==> config.mk <==
export PLATFORM = sky130hd
export DESIGN_NAME = qos_credit_gen
export DESIGN_NICKNAME = d
export VERILOG_FILES = /design/src/rtl/qos_credit_gen.sv
export SDC_FILE = /design/constraint.sdc
export NUM_CORES = 1
export LEC_CHECK = 0
export ABC_AREA = 1
export CAP_MARGIN = 10
export CORE_UTILIZATION = 40
export DETAILED_ROUTE_END_ITERATION = 10
export HOLD_SLACK_MARGIN = 0.02
export PLACE_DENSITY_LB_ADDON = 0.2
export SYNTH_ARGS = -nofsm -noshare
export SYNTH_HDL_FRONTEND = slang
export SYNTH_SLANG_ARGS = --single-unit
==> constraint.sdc <==
create_clock -name clk -period 9.5 [get_ports clk]
set_clock_uncertainty 0.05 [all_clocks]
set_input_delay 2.375 -clock clk [delete_from_list [all_inputs] [get_ports clk]]
set_output_delay 2.375 -clock clk [all_outputs]
set_load 0.02 [all_outputs]
==> src/rtl/qos_credit_gen.sv <==
// Token-bucket credit source for one QoS class: periodic refill, handshake debit, saturation.
// Optional credit return path enabled by defining QOS_CREDIT_RETURN_EN.
module qos_credit_gen #(
    parameter int unsigned CREDIT_W      = 32,
    parameter int unsigned MAX_CREDIT    = 1024,
    parameter int unsigned INIT_CREDIT   = 1024,
    parameter int unsigned REFILL_AMT    = 16,
    parameter int unsigned REFILL_PERIOD = 8,
    parameter int unsigned REQ_W         = 16
) (
    input  logic                clk,
    input  logic                rst_n,
    input  logic                enable,
    input  logic                req_valid,
    input  logic [REQ_W-1:0]    req_amt,
    output logic                req_ready,
`ifdef QOS_CREDIT_RETURN_EN
    input  logic                ret_valid,
    input  logic [REQ_W-1:0]    ret_amt,
`endif
    output logic [CREDIT_W-1:0] avail_credit,
    output logic                empty,
    output logic                refill_tick,
    output logic                clip
);

    localparam int unsigned PCNT_W = (REFILL_PERIOD > 1) ? $clog2(REFILL_PERIOD) : 1;
    localparam int unsigned SUM_W  = CREDIT_W + 2;

    localparam logic [PCNT_W-1:0] PCNT_LAST = PCNT_W'(REFILL_PERIOD - 1);
    localparam logic [SUM_W-1:0]  MAX_S     = SUM_W'(MAX_CREDIT);
    localparam logic [SUM_W-1:0]  REFILL_S  = SUM_W'(REFILL_AMT);

    typedef enum logic {
        ST_IDLE = 1'b0,
        ST_RUN  = 1'b1
    } state_e;

    state_e              state_q, state_d;
    logic [PCNT_W-1:0]   pcnt_q, pcnt_d;
    logic [CREDIT_W-1:0] credit_q, credit_d;
    logic                empty_q, empty_d;
    logic                tick_q, tick_d;
    logic                clip_q, clip_d;

    logic                rf;
    logic [SUM_W-1:0]    debit;
    logic [SUM_W-1:0]    refill;
    logic [SUM_W-1:0]    ret_term;
    logic [SUM_W-1:0]    sum;

    // Grant looks only at registered credit, so same-cycle refill/return cannot enable it.
    assign req_ready = enable && (SUM_W'(req_amt) <= SUM_W'(credit_q));

    always_comb begin
        state_d = state_q;
        case (state_q)
            ST_IDLE: if (enable)  state_d = ST_RUN;
            ST_RUN:  if (!enable) state_d = ST_IDLE;
        endcase
    end

    // Period counter holds its phase while paused in IDLE.
    always_comb begin
        rf     = (state_q == ST_RUN) && (pcnt_q == PCNT_LAST);
        pcnt_d = pcnt_q;
        if (state_q == ST_RUN) begin
            pcnt_d = rf ? '0 : pcnt_q + PCNT_W'(1);
        end
    end

    always_comb begin
        debit    = (req_valid && req_ready) ? SUM_W'(req_amt) : '0;
        refill   = rf ? REFILL_S : '0;
`ifdef QOS_CREDIT_RETURN_EN
        ret_term = ret_valid ? SUM_W'(ret_amt) : '0;
`else
        ret_term = '0;
`endif
        // Debit never exceeds registered credit, so the sum cannot underflow.
        sum      = SUM_W'(credit_q) - debit + refill + ret_term;
        clip_d   = (sum > MAX_S);
        credit_d = clip_d ? CREDIT_W'(MAX_CREDIT) : sum[CREDIT_W-1:0];
        empty_d  = (credit_d == '0);
        tick_d   = rf;
    end

    always_ff @(posedge clk or negedge rst_n) begin
        if (!rst_n) begin
            state_q  <= ST_IDLE;
            pcnt_q   <= '0;
            credit_q <= CREDIT_W'(INIT_CREDIT);
            empty_q  <= 1'(INIT_CREDIT == 0);
            tick_q   <= 1'b0;
            clip_q   <= 1'b0;
        end else begin
            state_q  <= state_d;
            pcnt_q   <= pcnt_d;
            credit_q <= credit_d;
            empty_q  <= empty_d;
            tick_q   <= tick_d;
            clip_q   <= clip_d;
        end
    end

    assign avail_credit = credit_q;
    assign empty        = empty_q;
    assign refill_tick  = tick_q;
    assign clip         = clip_q;

endmodule

==> impl_results.md, run 1 <==
* Outcome: completed
* CTS HTree Levels at 2
* Post-synth EDFFs at 0
* Initial antenna violation count at 0
* Area after DPL at 0.00571 mm2
* Nets at 980
* CP peak stage delay at 480 ps
* Ys async rst share at 100%
* Xor/xnor cell area share of the yosys netlist at 1.60%
* CP arrival at 7880 ps
* Area growth syn-to-layout at 19.8%
* Fin crit share at 81.1%
* Reg-to-reg endpoint: avail_credit[7]
* Synth Area in Adders at 9.56%
* Clock Latency Late Sink at 300 ps
* Routed Antenna Nets at 0
* Clk sink count at 39
* CP Launch Type: input port
* VDD IR max at 76.0 uV
* GRT overflow at 0
* Slew HR at 41.5%
* Setup CP Type: in -> reg
* Drt pass-1 iters at 5
* Mean area per synthesized cell at 5.83 um2
* Max clock buf depth at 2
* Mapped Cells at 844
* PwrDens at 103 mW/mm2
* Crit. End Element: flip-flop
* Leakage at 3.10 nW
* Final instance area at 0.00590 mm2
* Yosys top cell area share at 23.8%
* PortBufs at 55
* Vias/cell at 4.87
* Final design utilization at 49.1%
* Worst-path clk slew at 60 ps
* Endpoints failing hold at 0
* Number of distinct library cells after synthesis at 41
* Hold Path Origin: pcnt_q[0]
* IO Count at 56
* Synthesis-stage register bit count at 39
* Max-slew violation count at 0
* Vias in the first global route at 4869
* Syn. warnings at 0
* # DRC at 0
* Hold depth at 1
* Pint at 0.000397 W
* Layout cells sized above 1 at 9.74%
* CP Max Fanout at 15
* RR Startpoint: avail_credit[1]
* Vias at 5221
* Clock group share of total power at 36.4%
* Switching pwr at 0.000210 W
* FF-to-FF path depth at 34
* Post-Route WL at 14100 um
* Global placement routability congestion at 0.907
* Max cap viols at 0
* First-pass GRT wire length at 23500 um
* Most common cell in the synthesized netlist: nand2_1
* Die area at 0.0128 mm2
* Complex-gate fraction of the synthesized area at 3.96%
* Sequential group share of total power at 30.8%
* Num rows at 40
* Top_reg_cell synth: dfrtp_1
* Leading area contributor after synthesis: nand2_1
* Chip height at 113 um
* RSZ-0062 raised after global routing: no
* Setup violators final at 0
* Combinational Power Share at 32.8%
* Initial core utilization at 41.0%
* CP Data Required Time at 9670 ps
* Initial DRC Count at 363
* Post-Syn Area at 0.00492 mm2
* CTS root buf: clkbuf_16
* FF-to-FF setup slack at 3840 ps
* Largest family of logic cells by synthesized area: simple AND/OR/NAND/NOR gates
* Worst hold path type: reg -> reg
* Antenna cells at 0
* CTS tree: yes
* Most common cell on crit path: nand2_1
* Switching Share at 34.5%
* F_max at 130 MHz
* Hold slack at 452 ps
* Sequential-to-total area share from yosys stat at 19.8%
* Worst path slowest cell: fa_1
* Multiplexer share of the synthesized area at 0.229%
* Synth cell count leaders: 312 x nand2_1, 127 x inv_1, 94 x nor2_1
* Hold Crit Endpoint: pcnt_q[0]
* Layout fillers at 1269
* CTS Buf Count at 5
* Final min period at 7710 ps
* Post-DP HPWL at 12000 um
* Worst slew pin tran at 877 ps
* Wire per inst at 13.1 um
* Top post-synthesis cells by area: nand2_1 24%, dfrtp_1 19%, inv_1 9.7%
* Setup bufs post-CTS at 0
* Synth Area in Simple Gates at 53.6%
* Die X-Extent at 113 um
* CTS Hold Bufs at 0
* Total power at 0.000607 W
* Setup TNS at 0 ps
* Total GRT Usage at 23.9%
* CORE AREA at 0.0120 mm2
* CTS resizes at 0
* Pin count of the biggest net entering global routing at 40
[flip-flops by register name, summed over array words and instances, names as in the netlist]
| signal | cells |
|---|---|
| avail_credit | 32 |
| clip | 1 |
| empty | 1 |
| pcnt_q | 3 |
| refill_tick | 1 |
| state_q | 1 |
[worst max path at each step]
stage	from	endpoint	slack [ps]	cells after the start
2_1_floorplan	req_amt[3]	avail_credit[3]	2070	33
3_3_place_gp	req_amt[1]	avail_credit[1]	1650	34
3_5_place_dp	req_amt[1]	avail_credit[1]	1500	34
4_1_cts	req_amt[1]	avail_credit[7]	1780	34
5_1_grt	req_amt[1]	avail_credit[8]	1170	33
6_report	req_amt[1]	avail_credit[7]	1790	34
[cell families after synthesis]
logic type,count (synthesis)
simple gates,582
flops,39
fa+ha+maj,37
xor+xnor,9
compound gates,31
buf+inv,144
other cells,1
mux,1
[layout by cell type (no fill, tap or decap), drive strengths merged, types with 3 or more instances in the layout]
master,n
nand2,332
inv,140
nor2,123
nand3,76
clkdlybuf4s50,54
dfrtp,38
ha,36
nand4,28
conb,21
a21oi,17
nor3,13
xor2,8
clkbuf,6
and2,5
o21ai,4
nand3b,3
[worst max-delay path: cells and delay by family]
kind	cells	cell delay, ps
buffers and inverters	4	1000
AOI/OAI and AO/OA	6	940
xor gates and xnor gates	1	150
and+or+nand+nor	19	2160
adders and majority gates	4	1260
[through the flow]
step / cells / worst slack, ps
floorplan: 864 / 2070
detailed placement: 1063 / 1500
CTS: 1071 / 1780
global placement: 1063 / 1650
global route: 1071 / 1170
finish: 1071 / 1790
[layer usage]
layer	vias up	share of wire, %	GRT usage, %
met5	-	0	0
met4	0	2.4	8.68
met3	19	5.5	4.50
met2	116	44	37.0
met1	2306	49	33.2
li1	2780	-	-
[power groups by stage]
stage	Clock, W	Combinational, W	Sequential, W
after global routing	0.000233	0.000226	0.000189
after detailed placement	0	0.000198	0.000190
after CTS	0.000227	0.000199	0.000187
after global placement	0	0.000197	0.000190
final	0.000221	0.000199	0.000187
after floorplan	0	0.000133	0.000194
[cell type report]
cell class	count	area, um2	area share (%)
Timing Repair Buffer	55	546	9.25
Inverter	141	529	8.98
Multi-Input combinational cell	681	3470	58.9
Tap cell	147	184	3.12
Clock inverter	2	60.1	1.02
Sequential cell	39	977	16.6
Clock buffer	6	129	2.19
(Power assumes the default switching activity.)
==> run 2, diff against run 1 <==
==> constraint.sdc (replaced) <==
create_clock -name clk -period 6.5 [get_ports clk]
set_clock_uncertainty 0.05 [all_clocks]
set_input_delay 1.625 -clock clk [delete_from_list [all_inputs] [get_ports clk]]
set_output_delay 1.625 -clock clk [all_outputs]
set_load 0.02 [all_outputs]
==> run 2 against run 1 <==
  * Worst setup slack worse by 1600 ps
  * Sequential power up 46%
  * Critical path depth down 1
  * Critical endpoint is now avail_credit[0]
  * Register-to-register slack worse by 2500 ps
  * Non-clock buffer count up 90
  * Via count up 8.1%
  * Largest cell class unchanged
  * Clock power up 31%
  * Highest routed layer unchanged
  * Cell area up 15%
==> impl_results.md, run 2 (synthesis results as in run 1) <==
* Slew HR at 41.4% (-0.12 points)
* Most common cell after layout, fill and taps aside: nand2_1
* Post-Route WL at 15000 um (+6.9%)
* Clk sink count at 39 (unchanged)
* Setup TNS at 0 ps (unchanged)
* Routed Antenna Nets at 0 (unchanged)
* F_max at 159 MHz
* IO Count at 56 (unchanged)
* Fin crit share at 96.7%
* Antenna cells at 0 (unchanged)
* Initial antenna violation count at 0 (unchanged)
* Leakage at 3.60 nW (+16%)
* Pin count of the biggest net entering global routing at 40 (unchanged)
* Final instance area at 0.00680 mm2 (+15%)
* CTS tree: yes
* Die X-Extent at 113 um (unchanged)
* Final non-filler cell total at 1162 (+8.5%)
* Max cap viols at 0 (unchanged)
* Outcome: completed
* Initial DRC Count at 326 (-10%)
* Worst-path clk slew at 70 ps (about the same)
* # DRC at 0 (unchanged)
* Max clock buf depth at 2 (unchanged)
* Vias at 5645 (+8.1%)
* Global placement routability congestion at 0.924 (+1.9%)
* Max reg flops at 32 (unchanged)
* Clock Latency Late Sink at 300 ps (about the same)
* Final min period at 6290 ps
* CP Max Fanout at 6 (-9)
* Initial core utilization at 41.0% (unchanged)
* Wire per inst at 13.0 um (-1.4%)
* Layout fillers at 1193 (-6.0%)
* Worst slew pin tran at 879 ps (+1.76 ps)
* Worst hold path type: reg -> reg
* Total placed cells including tap cells at 1142 (+7.4%)
* Drt pass-1 iters at 6 (+1)
* CP Data Required Time at 6680 ps (-2990 ps)
* Nets at 1071 (+9.3%)
* Worst path slowest cell: clkdlybuf4s50_1
* Num rows at 40 (unchanged)
* Endpoints failing hold at 0 (unchanged)
* Area growth syn-to-layout at 38.0%
* CP peak stage delay at 440 ps (-40 ps)
* PwrDens at 136 mW/mm2 (+32%)
* Vias in the first global route at 4911 (+0.86%)
* Setup CP Type: in -> reg
* CORE AREA at 0.0120 mm2 (unchanged)
* CTS root buf: clkbuf_16
* CTS Hold Bufs at 0 (unchanged)
* Chip height at 113 um (unchanged)
* Total GRT Usage at 24.0% (+0.15 points)
* Post-DP HPWL at 12500 um (+3.9%)
* Area after DPL at 0.00631 mm2 (+11%)
* Most frequent cells in the layout: 306 x nand2_1, 124 x inv_1, 88 x nor2_1, 88 x buf_4, 63 x nand3_1
* Vias/cell at 4.86 (-0.35%)
* First-pass GRT wire length at 23800 um (+1.4%)
* CP arrival at 6460 ps (-1420 ps)
* PortBufs at 55 (unchanged)
* CTS Buf Count at 5 (unchanged)
* Crit. End Element: flip-flop
* Max-slew violation count at 0 (unchanged)
* CTS HTree Levels at 2 (unchanged)
* Setup violators final at 0 (unchanged)
* GRT overflow at 0 (unchanged)
* Layout cells sized above 1 at 20.9% (+11 points)
* Die area at 0.0128 mm2 (unchanged)
* VDD IR max at 121 uV (+59%)
* Most common cell on crit path: nand2_1
* CP Launch Type: input port
## run 2: cell count changes in the layout (fill, tap and decap cells not counted), moves of 6 or more
cell	delta
buf_4	+88
nor2_4	+11
ha_1	-7
nand2_1	-6
nor2_1	-6
## run 2: report_power, final
group | internal, W | total (W) | switching, W
sequential | 0.000259 | 0.000273 | 0.0000140
clock | 0.000181 | 0.000289 | 0.000107
combinational | 0.000152 | 0.000364 | 0.000212
total | 0.000592 | 0.000926 | 0.000333
## run 2: timing repair
item | CTS | global route
resized for setup | 0 | 57
buffers inserted | 0 | 11
endpoints found under the setup margin | 0 | 13
## run 2: stage by stage
step	hold slack, ps	power [W]	setup WS (ps)	util, %
6_report	439	0.000926	214	56.6
5_1_grt	482	0.000985	-106	56.6
4_1_cts	439	0.000912	26.6	53.9
3_5_place_dp	424	0.000620	-252	52.6
3_3_place_gp	426	0.000617	-139	52.6
2_1_floorplan	401	0.000478	18.0	-
## run 2: path summary, 6_finish.rpt
kind	from	to	slack (ps)	cells after the start
min in group asynchronous	rst_n	avail_credit[3]	1400	1
min	pcnt_q[0]	pcnt_q[0]	440	1
max reg2reg	avail_credit[1]	avail_credit[0]	1330	36
max in group asynchronous	rst_n	avail_credit[13]	4450	1
min reg2reg	pcnt_q[0]	pcnt_q[0]	440	1
max	req_amt[6]	avail_credit[0]	210	33
## run 2: layer usage
metal,part of all wire [%],global-route usage (%),wire length [um]
met5,0,0,0
met4,1.7,5.26,260
met3,5.7,3.80,859
met2,45,38.6,6760
met1,48,34.0,7170
## run 2: area by class of cell
cell class / instances / area [um2] / area share (%)
Tap cell: 147 / 184 / 2.71
Inverter: 141 / 532 / 7.83
Clock buffer: 6 / 129 / 1.90
Multi-Input combinational cell: 682 / 3690 / 54.4
Sequential cell: 39 / 977 / 14.4
Timing Repair Buffer: 145 / 1240 / 18.3
Clock inverter: 2 / 37.5 / 0.552
## run 2: critical path, delay by kind of cell
kind	cells	cell delay (ps)
buffers and inverters	4	810
and+or+nand+nor	22	2540
adders and majority gates	3	870
AOI/OAI and AO/OA	4	650
==> run 3, diff against run 2 <==
--- a/config.mk
+++ b/config.mk
@@ -8,6 +8,7 @@
 export ABC_AREA = 1
 export CAP_MARGIN = 10
 export CORE_UTILIZATION = 40
+export CTS_BUF_LIST = sky130_fd_sc_hd__clkbuf_8
 export DETAILED_ROUTE_END_ITERATION = 10
 export HOLD_SLACK_MARGIN = 0.02
 export PLACE_DENSITY_LB_ADDON = 0.2
==> run 3 against run 2 <==
  * Global-route usage barely moved
  * Sequential share of layout area grew 0.30 points
  * Utilization shrank 1.1 points
  * Register-to-register slack gained 60 ps
  * Total power fell by 8.7%
  * Critical endpoint unchanged
  * Highest routed layer unchanged
==> impl_results.md, run 3 (synthesis results as in run 1) <==
* Worst hold path type: reg -> reg
* Antenna cells at 0 (unchanged)
* Setup CP Type: in -> reg
* CORE AREA at 0.0120 mm2 (unchanged)
* CP arrival at 6430 ps (-30 ps)
* Worst path bufs/invs at 4 (unchanged)
* Num rows at 40 (unchanged)
* Nets at 1066 (-0.47%)
* Global placement routability congestion at 0.924 (unchanged)
* Register area at 977 um2 (unchanged)
* CTS HTree Levels at 2 (unchanged)
* Die area at 0.0128 mm2 (unchanged)
* Hold slack at 442 ps (+3.19 ps)
* Final min period at 6220 ps (-61.6 ps)
* FF-to-FF path depth at 36 (unchanged)
* First-pass GRT wire length at 23800 um (-0.32%)
* CTS root buf: clkbuf_8
* Worst path slowest cell: clkdlybuf4s50_1
* Chip height at 113 um (unchanged)
* Post-DP HPWL at 12500 um (unchanged)
* GRT overflow at 0 (unchanged)
* Setup violators final at 0 (unchanged)
* Layout fillers at 1202 (+0.75%)
* Clk sink count at 39 (unchanged)
* VDD IR max at 114 uV (-5.8%)
* Initial DRC Count at 409 (+25%)
* RR Startpoint: avail_credit[1]
* Final instance area at 0.00666 mm2 (-2.0%)
* CP Launch Type: input port
* Layout cells sized above 1 at 19.9% (-0.99 points)
* F_max at 161 MHz (+0.99%)
* Clock Latency Late Sink at 330 ps (+30 ps)
* Routed Antenna Nets at 0 (unchanged)
* PortBufs at 55 (unchanged)
* CP peak stage delay at 430 ps (about the same)
* Vias/cell at 4.81 (-0.94%)
* Critical path origin: req_amt[7]
* Most common cell after layout, fill and taps aside: nand2_1
* Max clock buf depth at 2 (unchanged)
* Max-slew violation count at 0 (unchanged)
* Worst slew pin tran at 872 ps (-6.71 ps)
* Area growth syn-to-layout at 35.2%
* Wire per inst at 12.8 um (-0.82%)
* Initial core utilization at 41.0% (unchanged)
* Worst Setup EP: avail_credit[0]
* Die X-Extent at 113 um (unchanged)
* Outcome: completed
* Crit. End Element: flip-flop
* WP depth at 33 (unchanged)
* PwrDens at 127 mW/mm2 (-6.8%)
* Area of the multi-input gates at 0.00365 mm2 (-1.2%)
* CP Data Required Time at 6710 ps (+30 ps)
* Most frequent cells in the layout: 308 x nand2_1, 126 x inv_1, 88 x nor2_1
* Initial antenna violation count at 0 (unchanged)
* Pin count of the biggest net entering global routing at 40 (unchanged)
* Total GRT Usage at 24.0% (about the same)
* Sequential group share of total power at 32.3% (+2.8 points)
* Worst-path clk slew at 90 ps (+20 ps)
* Vias at 5568 (-1.4%)
* Switching Share at 38.2% (+2.2 points)
* Drt pass-1 iters at 7 (+1)
* # DRC at 0 (unchanged)
* Post-Route WL at 14900 um (-1.2%)
* Max reg flops at 32 (unchanged)
* Area after DPL at 0.00631 mm2 (unchanged)
* Reg-to-reg endpoint: avail_credit[0]
* Fin crit share at 95.8% (-0.95 points)
* Leakage at 3.54 nW (-1.6%)
* Top delay family on crit path: simple AND/OR/NAND/NOR gates
* Pint at 0.000522 W (-12%)
* Final design utilization at 55.4% (-1.1 points)
* CTS Buf Count at 5 (unchanged)
* CTS Hold Bufs at 0 (unchanged)
* Switching pwr at 0.000323 W (-3.1%)
* Vias in the first global route at 4891 (-0.41%)
* Max cap viols at 0 (unchanged)
* CTS tree: yes
* Most common cell on crit path: nand2_1
* Combinational Power Share at 42.6% (+3.3 points)
* Slew HR at 41.8% (+0.45 points)
* CP Max Fanout at 6 (unchanged)
* Clock group share of total power at 25.2% (-6.0 points)
* IO Count at 56 (unchanged)
* FF-to-FF setup slack at 1390 ps (+60 ps)
* Endpoints failing hold at 0 (unchanged)
-- run 3: cell types whose count changed in the layout (fill, tap and decap cells not counted), sizes merged --
cell	previous run	this run
buf	90	86
clkbuf	7	5
clkdlybuf4s50	50	51
dlymetal6s2s	4	3
inv	140	141
-- run 3: worst min path at each step --
stage | startpoint | to | depth (start not counted)
4_1_cts | pcnt_q[0] | pcnt_q[0] | 1
2_1_floorplan | pcnt_q[0] | pcnt_q[0] | 1
6_report | pcnt_q[0] | pcnt_q[0] | 1
3_3_place_gp | pcnt_q[0] | pcnt_q[0] | 1
3_5_place_dp | pcnt_q[0] | pcnt_q[0] | 1
5_1_grt | pcnt_q[0] | pcnt_q[0] | 1
-- run 3: layer usage --
layer	wire length, um	GRT usage (%)	up-vias
li1	-	-	2946
met1	7130	34.1	2497
met2	6650	38.1	110
met3	840	3.80	15
met4	234	5.79	0
met5	0	0	-
-- run 3: what timing repair did --
action                     in CTS  in global routing
gates resized for setup         0                 46
setup endpoints to repair       0                 13
buffers inserted                0                  6
-- run 3: worst register-to-register path: cells and delay by family, from the launching register on --
kind	cells	cell delay, ps
and+or+nand+nor	22	2290
AOI/OAI and AO/OA	6	950
buffers and inverters	5	520
adders and majority gates	3	800
DFF	1	430
-- run 3: layout make-up --
class | instances | area share, %
Inverter | 141 | 7.99
Tap cell | 147 | 2.76
Timing Repair Buffer | 140 | 18.1
Multi-Input combinational cell | 682 | 54.8
Sequential cell | 39 | 14.7
Clock inverter | 3 | 0.620
Clock buffer | 5 | 1.03
-- run 3: power groups by stage --
stage	clock network, W	logic (W)	registers [W]
final	0.000213	0.000360	0.000273
after global routing	0.000227	0.000402	0.000275
after CTS	0.000219	0.000344	0.000273
after detailed placement	0	0.000343	0.000277
after global placement	0	0.000340	0.000277
after floorplan	0	0.000195	0.000283
-- run 3: metrics by stage --
step / power (W) / worst slack (ps) / cells / TNS [ps]
final: 0.000845 / 276 / 1157 / 0
after global routing: 0.000904 / -38.9 / 1157 / -63.5
after detailed placement: 0.000620 / -252 / 1142 / -2870
after floorplan: 0.000478 / 18.0 / 864 / 0
after global placement: 0.000617 / -139 / 1142 / -1530
after CTS: 0.000836 / 78.2 / 1150 / 0
